==> src/rtl/sync_fifo.sv <==
// Single-clock FIFO with registered read data and full/empty flags. Define
// FIFO_ERR_FLAGS_EN to add the sticky overflow/underflow error outputs.
module sync_fifo #(
  parameter int DEPTH = 8,
  parameter int WIDTH = 16
) (
  input  logic             CLK,
  input  logic             rstn,
  input  logic             write_en,
  input  logic             read_en,
  input  logic [WIDTH-1:0] din,
  output logic             full,
  output logic             empty,
  output logic [WIDTH-1:0] dout
`ifdef FIFO_ERR_FLAGS_EN
  ,
  output logic             overflow,
  output logic             underflow
`endif
);

  localparam int AW    = $clog2(DEPTH);
  localparam int PTR_W = AW + 1;

  logic [WIDTH-1:0] mem_q [DEPTH];

  logic [PTR_W-1:0] wptr_q, wptr_d;
  logic [PTR_W-1:0] rptr_q, rptr_d;
  logic [WIDTH-1:0] dout_q, dout_d;
  logic [AW-1:0]    waddr, raddr;
  logic             wr_accept, rd_accept;

  assign waddr = wptr_q[AW-1:0];
  assign raddr = rptr_q[AW-1:0];

  // The extra wrap bit separates "same slot, nothing stored" from "same slot, every slot stored".
  assign empty = (wptr_q == rptr_q);
  assign full  = (waddr == raddr) && (wptr_q[AW] != rptr_q[AW]);

  assign dout = dout_q;

  always_comb begin
    wr_accept = write_en && !full;
    rd_accept = read_en && !empty;
    wptr_d    = wptr_q;
    rptr_d    = rptr_q;
    dout_d    = dout_q;
    if (wr_accept) begin
      wptr_d = wptr_q + PTR_W'(1);
    end
    if (rd_accept) begin
      rptr_d = rptr_q + PTR_W'(1);
      dout_d = mem_q[raddr];
    end
  end

  always_ff @(posedge CLK or negedge rstn) begin
    if (!rstn) begin
      wptr_q <= '0;
      rptr_q <= '0;
      dout_q <= '0;
    end else begin
      wptr_q <= wptr_d;
      rptr_q <= rptr_d;
      dout_q <= dout_d;
    end
  end

  // Storage carries no reset; the pointers alone define which entries are valid.
  always_ff @(posedge CLK) begin
    if (wr_accept) begin
      mem_q[waddr] <= din;
    end
  end

`ifdef FIFO_ERR_FLAGS_EN
  logic overflow_q, overflow_d;
  logic underflow_q, underflow_d;

  always_comb begin
    overflow_d  = overflow_q  || (write_en && full);
    underflow_d = underflow_q || (read_en && empty);
  end

  always_ff @(posedge CLK or negedge rstn) begin
    if (!rstn) begin
      overflow_q  <= 1'b0;
      underflow_q <= 1'b0;
    end else begin
      overflow_q  <= overflow_d;
      underflow_q <= underflow_d;
    end
  end

  assign overflow  = overflow_q;
  assign underflow = underflow_q;
`endif

endmodule

==> config.mk <==
export PLATFORM = sky130hd
export DESIGN_NAME = sync_fifo
export DESIGN_NICKNAME = d
export VERILOG_FILES = /design/src/rtl/sync_fifo.sv
export SDC_FILE = /design/constraint.sdc
export NUM_CORES = 1
export LEC_CHECK = 0
export ABC_AREA = 1
export CORE_UTILIZATION = 54
export CTS_CLUSTER_SIZE = 30
export DETAILED_ROUTE_END_ITERATION = 10
export PLACE_DENSITY_LB_ADDON = 0.25
export SKIP_LAST_GASP = 1
export SLEW_MARGIN = 20
export SYNTH_ARGS = -nofsm -noshare
export SYNTH_HDL_FRONTEND = slang
export SYNTH_SLANG_ARGS = --single-unit
export TNS_END_PERCENT = 100
==> constraint.sdc <==
create_clock -name CLK -period 1.85 [get_ports CLK]
set_input_delay 0.2775 -clock CLK [delete_from_list [all_inputs] [get_ports CLK]]
set_output_delay 0.2775 -clock CLK [all_outputs]
set_load 0.005 [all_outputs]
Yosys cells after proc, flatten, opt, wreduce, memory -nomap -nowiden
Memories as Yosys holds them, arrays and structs flattened. A register that Yosys moved wholly into a read port is not among the register bits.
Index checks and enable logic that the tools add are counted.
{ "totals": {"register_bits": 8, "mem_bits_rw": 128, "input_bits": 20, "out_inout_bits": 18, "wordCells": 16, "memories": 1} }
{ "op_classes": {"addsub": 2, "eq_ne": 3, "n_mux": 2, "reduce_logical": 6} }
{ "memory_table": {"columns": ["memory", "words", "width", "read_ports", "rd_ports_with_merged_regs", "write_ports", "line_no", "text"], "rows": [
  ["mem_q", 8, 16, 1, 1, 1, "25", "logic [WIDTH-1:0] mem_q [DEPTH];"]
]} }
{ "op_table": {"columns": ["operator", "n"], "rows": [
  ["adder 4 x 1 -> 4 bit, second input constant", 2],
  ["equality test 4 bit", 1],
  ["equality test 3 bit", 1],
  ["logical AND 1 bit", 3],
  ["logical NOT 1 bit", 3],
  ["2-to-1 mux 1 bit", 2],
  ["inequality test 1 bit", 1]
]} }

Depth between registers and ports, before layout
{ "depth": {"depth_word": 6, "ltp_mapped": 11} }

Worst setup path before layout
OpenSTA, ideal clock, no wires.
{ "synth_path": {"path_type": "register to register", "from": "register rptr_q[1]", "to": "memory mem_q[0][0], enable pin", "setup_time_ps": 388, "arrival_ps": 1664, "required_ps": 1462, "slack_ps": -202, "stages_incl_launch_ff": 6, "path_buffers": 1, "cell_sequence": "dfrtp_1 > buf_4 > xnor2_2 > nand4_2 > nand2_1 > nor2_1"} }
{ "synth_via": {"elab_chain_len": 6} }
{ "synth_rtl": {"columns": ["element", "line_no", "text"], "rows": [
  ["from (decl)", "28", "logic [PTR_W-1:0] rptr_q, rptr_d;"],
  ["from (signal assigned)", "64", "rptr_q <= rptr_d;"],
  ["equality test 3 bit", "38", "assign full = (waddr == raddr) && (wptr_q[AW] != rptr_q[AW]);"],
  ["logical AND 1 bit", "38", null],
  ["logical NOT 1 bit", "43", "wr_accept = write_en && !full;"],
  ["logical AND 1 bit", "43", null],
  ["2-to-1 mux 1 bit", "71", "if (wr_accept) begin"],
  ["2-to-1 mux 1 bit (implied by the code)", "72", "mem_q[waddr] <= din;"],
  ["to (decl)", "25", null]
]} }
No other way between the ends.

Worst setup path in the final report
{ "layout_path": {"from": "register wptr_q[3]", "to": "memory mem_q[4][12], enable pin"} }
{ "layout_via": {"elab_chain_len": 6} }
{ "layout_rtl": {"columns": ["element", "line_no", "text"], "rows": [
  ["from (decl)", "27", "logic [PTR_W-1:0] wptr_q, wptr_d;"],
  ["from (signal assigned)", "63", "wptr_q <= wptr_d;"],
  ["inequality test 1 bit", "38", null],
  ["logical AND 1 bit", "38", null],
  ["logical NOT 1 bit", "43", null],
  ["logical AND 1 bit", "43", null],
  ["2-to-1 mux 1 bit", "71", null],
  ["2-to-1 mux 1 bit (implied by the code)", "72", null]
]} }
No other way between the ends.

==> impl_metrics.csv <==
group,metric,value,unit
run_status,status,"complete, no violations",
timing,worst_slew_pin_slew,0.531,ns
die,row_count,40,
place,place_ws,0.00163,ns
timing,drv_slew,0,
grt,grt_max_degree,66,
grt,antenna_found_initial,0,
grt,grtUsageMet1,35.5,%
layout,final_cell_mix,"nand2_1, inv_1, edfxtp_1, nand3_1, clkdlybuf4s50_1",
critical_path,path_class,"flip-flop to flip-flop",
layout,num_antenna_cells,0,
pwr,power.total,13.0,mW
place,dp.cells,919,
yosys,syn_nets,737,
place,place.gp.congestion,0.895,
grt,gr-usage-all-layers,25.6,%
pwr,p_leak,3.89,nW
timing,setup_viol,0,
layout,nets,798,
layout,layout_commonest_cell,"nand2_1",
detailed_routing,drc_errors,0,
timing,max_freq,549,MHz
clock_network,cts_tree,"done",
layout,drive_above_1_share,10.8,%
timing,fin_ws,0.0280,ns
place,post-dp-hpwl,9680,um
layout,fillers,923,
detailed_routing,antenna_left,0,
run,cap_violations,0,
critical_path,crit_arrival,1.95,ns
place,io_buffers,37,
layout,finalCoreUtilization,67.2,%
die,dieArea,0.0131,mm2
die,coreArea,0.0122,mm2
pwr,irDropWorstVdd,0.000871,V
grt,grt_busiest_layer,"met2",
detailed_routing,wl_per_cell,15.7,um
yosys,synth_seq_cells,152,
layout,syn_to_final_growth,20.1,%
timing,finalHoldViolCount,0,
clock_network,htree_levels,4,
clock_network,cts.clk_slew.worst_paths,0.06,ns
die,start_util,55.9,%
critical_path,required,1.98,ns
grt,grt_use_met2,38.4,%
yosys,synthCells,715,
clock_network,hold_buffers,0,
die,ios,38,
clock_network,clk_latency,0.42,ns
yosys,synth_cell_types,19,
detailed_routing,routed_via_density,4.98,
detailed_routing,drt_iter0_markers,502,
layout,fin_area,0.00817,mm2
place,place_area,0.00746,mm2
timing,relSlewSlack,64.5,%
yosys,syn-mean-instance-area,9.52,um2
die,chipWidth,114,um
detailed_routing,dr.pass1.iters,5,
yosys,syn_area,0.00680,mm2
yosys,yosysSeqAreaShare,65.3,%
timing,period_minus_slack,1.82,ns
grt,grt_pass1_vias,4615,
grt,gr-usage-met3,7.62,%
timing,whs,0.203,ns
die,die_h,114,um
layout,multiInputGateArea,0.00169,mm2
min_path,hp-class,"primary input to async pin",
yosys,yosysWarnings,0,
pwr,power_density,1590,mW/mm2
clock_network,numCtsBuffers,17,
timing,finClkSkew,0.00525,ns
timing,tns,0,ns
clock_network,clk_path_buf_depth,2,
layout,stdcell_count,956,
detailed_routing,via_count,4761,
detailed_routing,routed_wl,15000,um
critical_path,end_kind,"flip-flop",
clock_network,cts.sinks,152,
yosys,synth.largest_area_cell,"edfxtp_1",
critical_path,critPathMaxFanout,9,
layout,final-seq-area,0.00445,mm2
grt,grt_pass1_wl,24000,um
timing,post-route-period-util,98.5,%
critical_path,cp-start-kind,"flip-flop",
yosys,synth_top_area_share,56.5,%
grt,overflow,0,
clock_network,clockRootBuffer,"clkbuf_16",
yosys,synth_area_leaders,"edfxtp_1, nand2_1, dfrtp_1",
timing,rsz0062_at_grt,"true",
[sequential cells by signal (all words and copies together) (netlist names)]
signal  cells
mem_q     128
rptr_q      4
wptr_q      4
dout       16
[worst max-delay path, stage by stage, from the launching register on]
cell	delay (ns)
dfrtp_1	0.42
inv_2	0.08
nand2_1	0.07
nand2_1	0.08
nand4_4	0.10
buf_4	0.15
nand3_1	0.20
nor2_1	0.21
buf_4	0.21
[Yosys cell counts, drive strengths merged]
cell / count
buf: 26
clkbuf: 3
dfrtp: 24
edfxtp: 128
ha: 2
inv: 141
nand2: 299
nand3: 75
nand4: 1
nor2: 12
xnor2: 1
xor2: 3
[routing by layer]
metal / share of wire, % / vias up
li1: - / 2333
met2: 46 / 184
met5: 0 / -
met3: 7.6 / 24
met4: 1.4 / 0
met1: 45 / 2220
[worst paths after layout]
path / slack, ns / end / cells after the start / start
worst min register to register: 0.47 / dout[1]$_DFFE_PN0P_ / 2 / dout[1]$_DFFE_PN0P_
worst max register to register: 0.03 / mem_q[4][12]$_DFFE_PP_ / 8 / wptr_q[3]$_DFFE_PN0P_
worst max-delay path: 0.03 / mem_q[4][12]$_DFFE_PP_ / 8 / wptr_q[3]$_DFFE_PN0P_
worst min-delay path: 0.20 / dout[7]$_DFFE_PN0P_ / 1 / rstn
max in group asynchronous: 1.06 / dout[3]$_DFFE_PN0P_ / 2 / rstn
min in group CLK: 0.47 / dout[1]$_DFFE_PN0P_ / 2 / dout[1]$_DFFE_PN0P_
[report_power, final]
part	switching [mW]	leakage [nW]	total, mW	internal (mW)
clock	1.32	0.309	3.71	2.39
combinational	2.88	2.12	4.59	1.71
sequential	0.277	1.46	4.68	4.41
[cell type report]
cell class,count,share of cell area [%]
clock buffer,19,5.30
clock inverter,12,2.43
inverter,141,6.47
multi-input combinational,393,20.6
sequential,152,54.4
tap,168,2.57
timing repair buffer,71,8.22
[what timing repair did]
item                                   in CTS  in global routing
buffers inserted                            6                  0
resized for setup                           7                  9
endpoints found under the hold margin       0                  0
pin swaps                                   2                  2
setup endpoints to repair                   2                111
[cell families after synthesis]
family,count (synthesis),synth area share [%]
buffers and inverters,170,10.3
XOR/XNOR,4,0.625
AND/OR/NAND/NOR,387,23.4
flip-flops,152,65.3
adder cells (fa/ha/maj),2,0.368
Power figures use the tool's default switching activity.
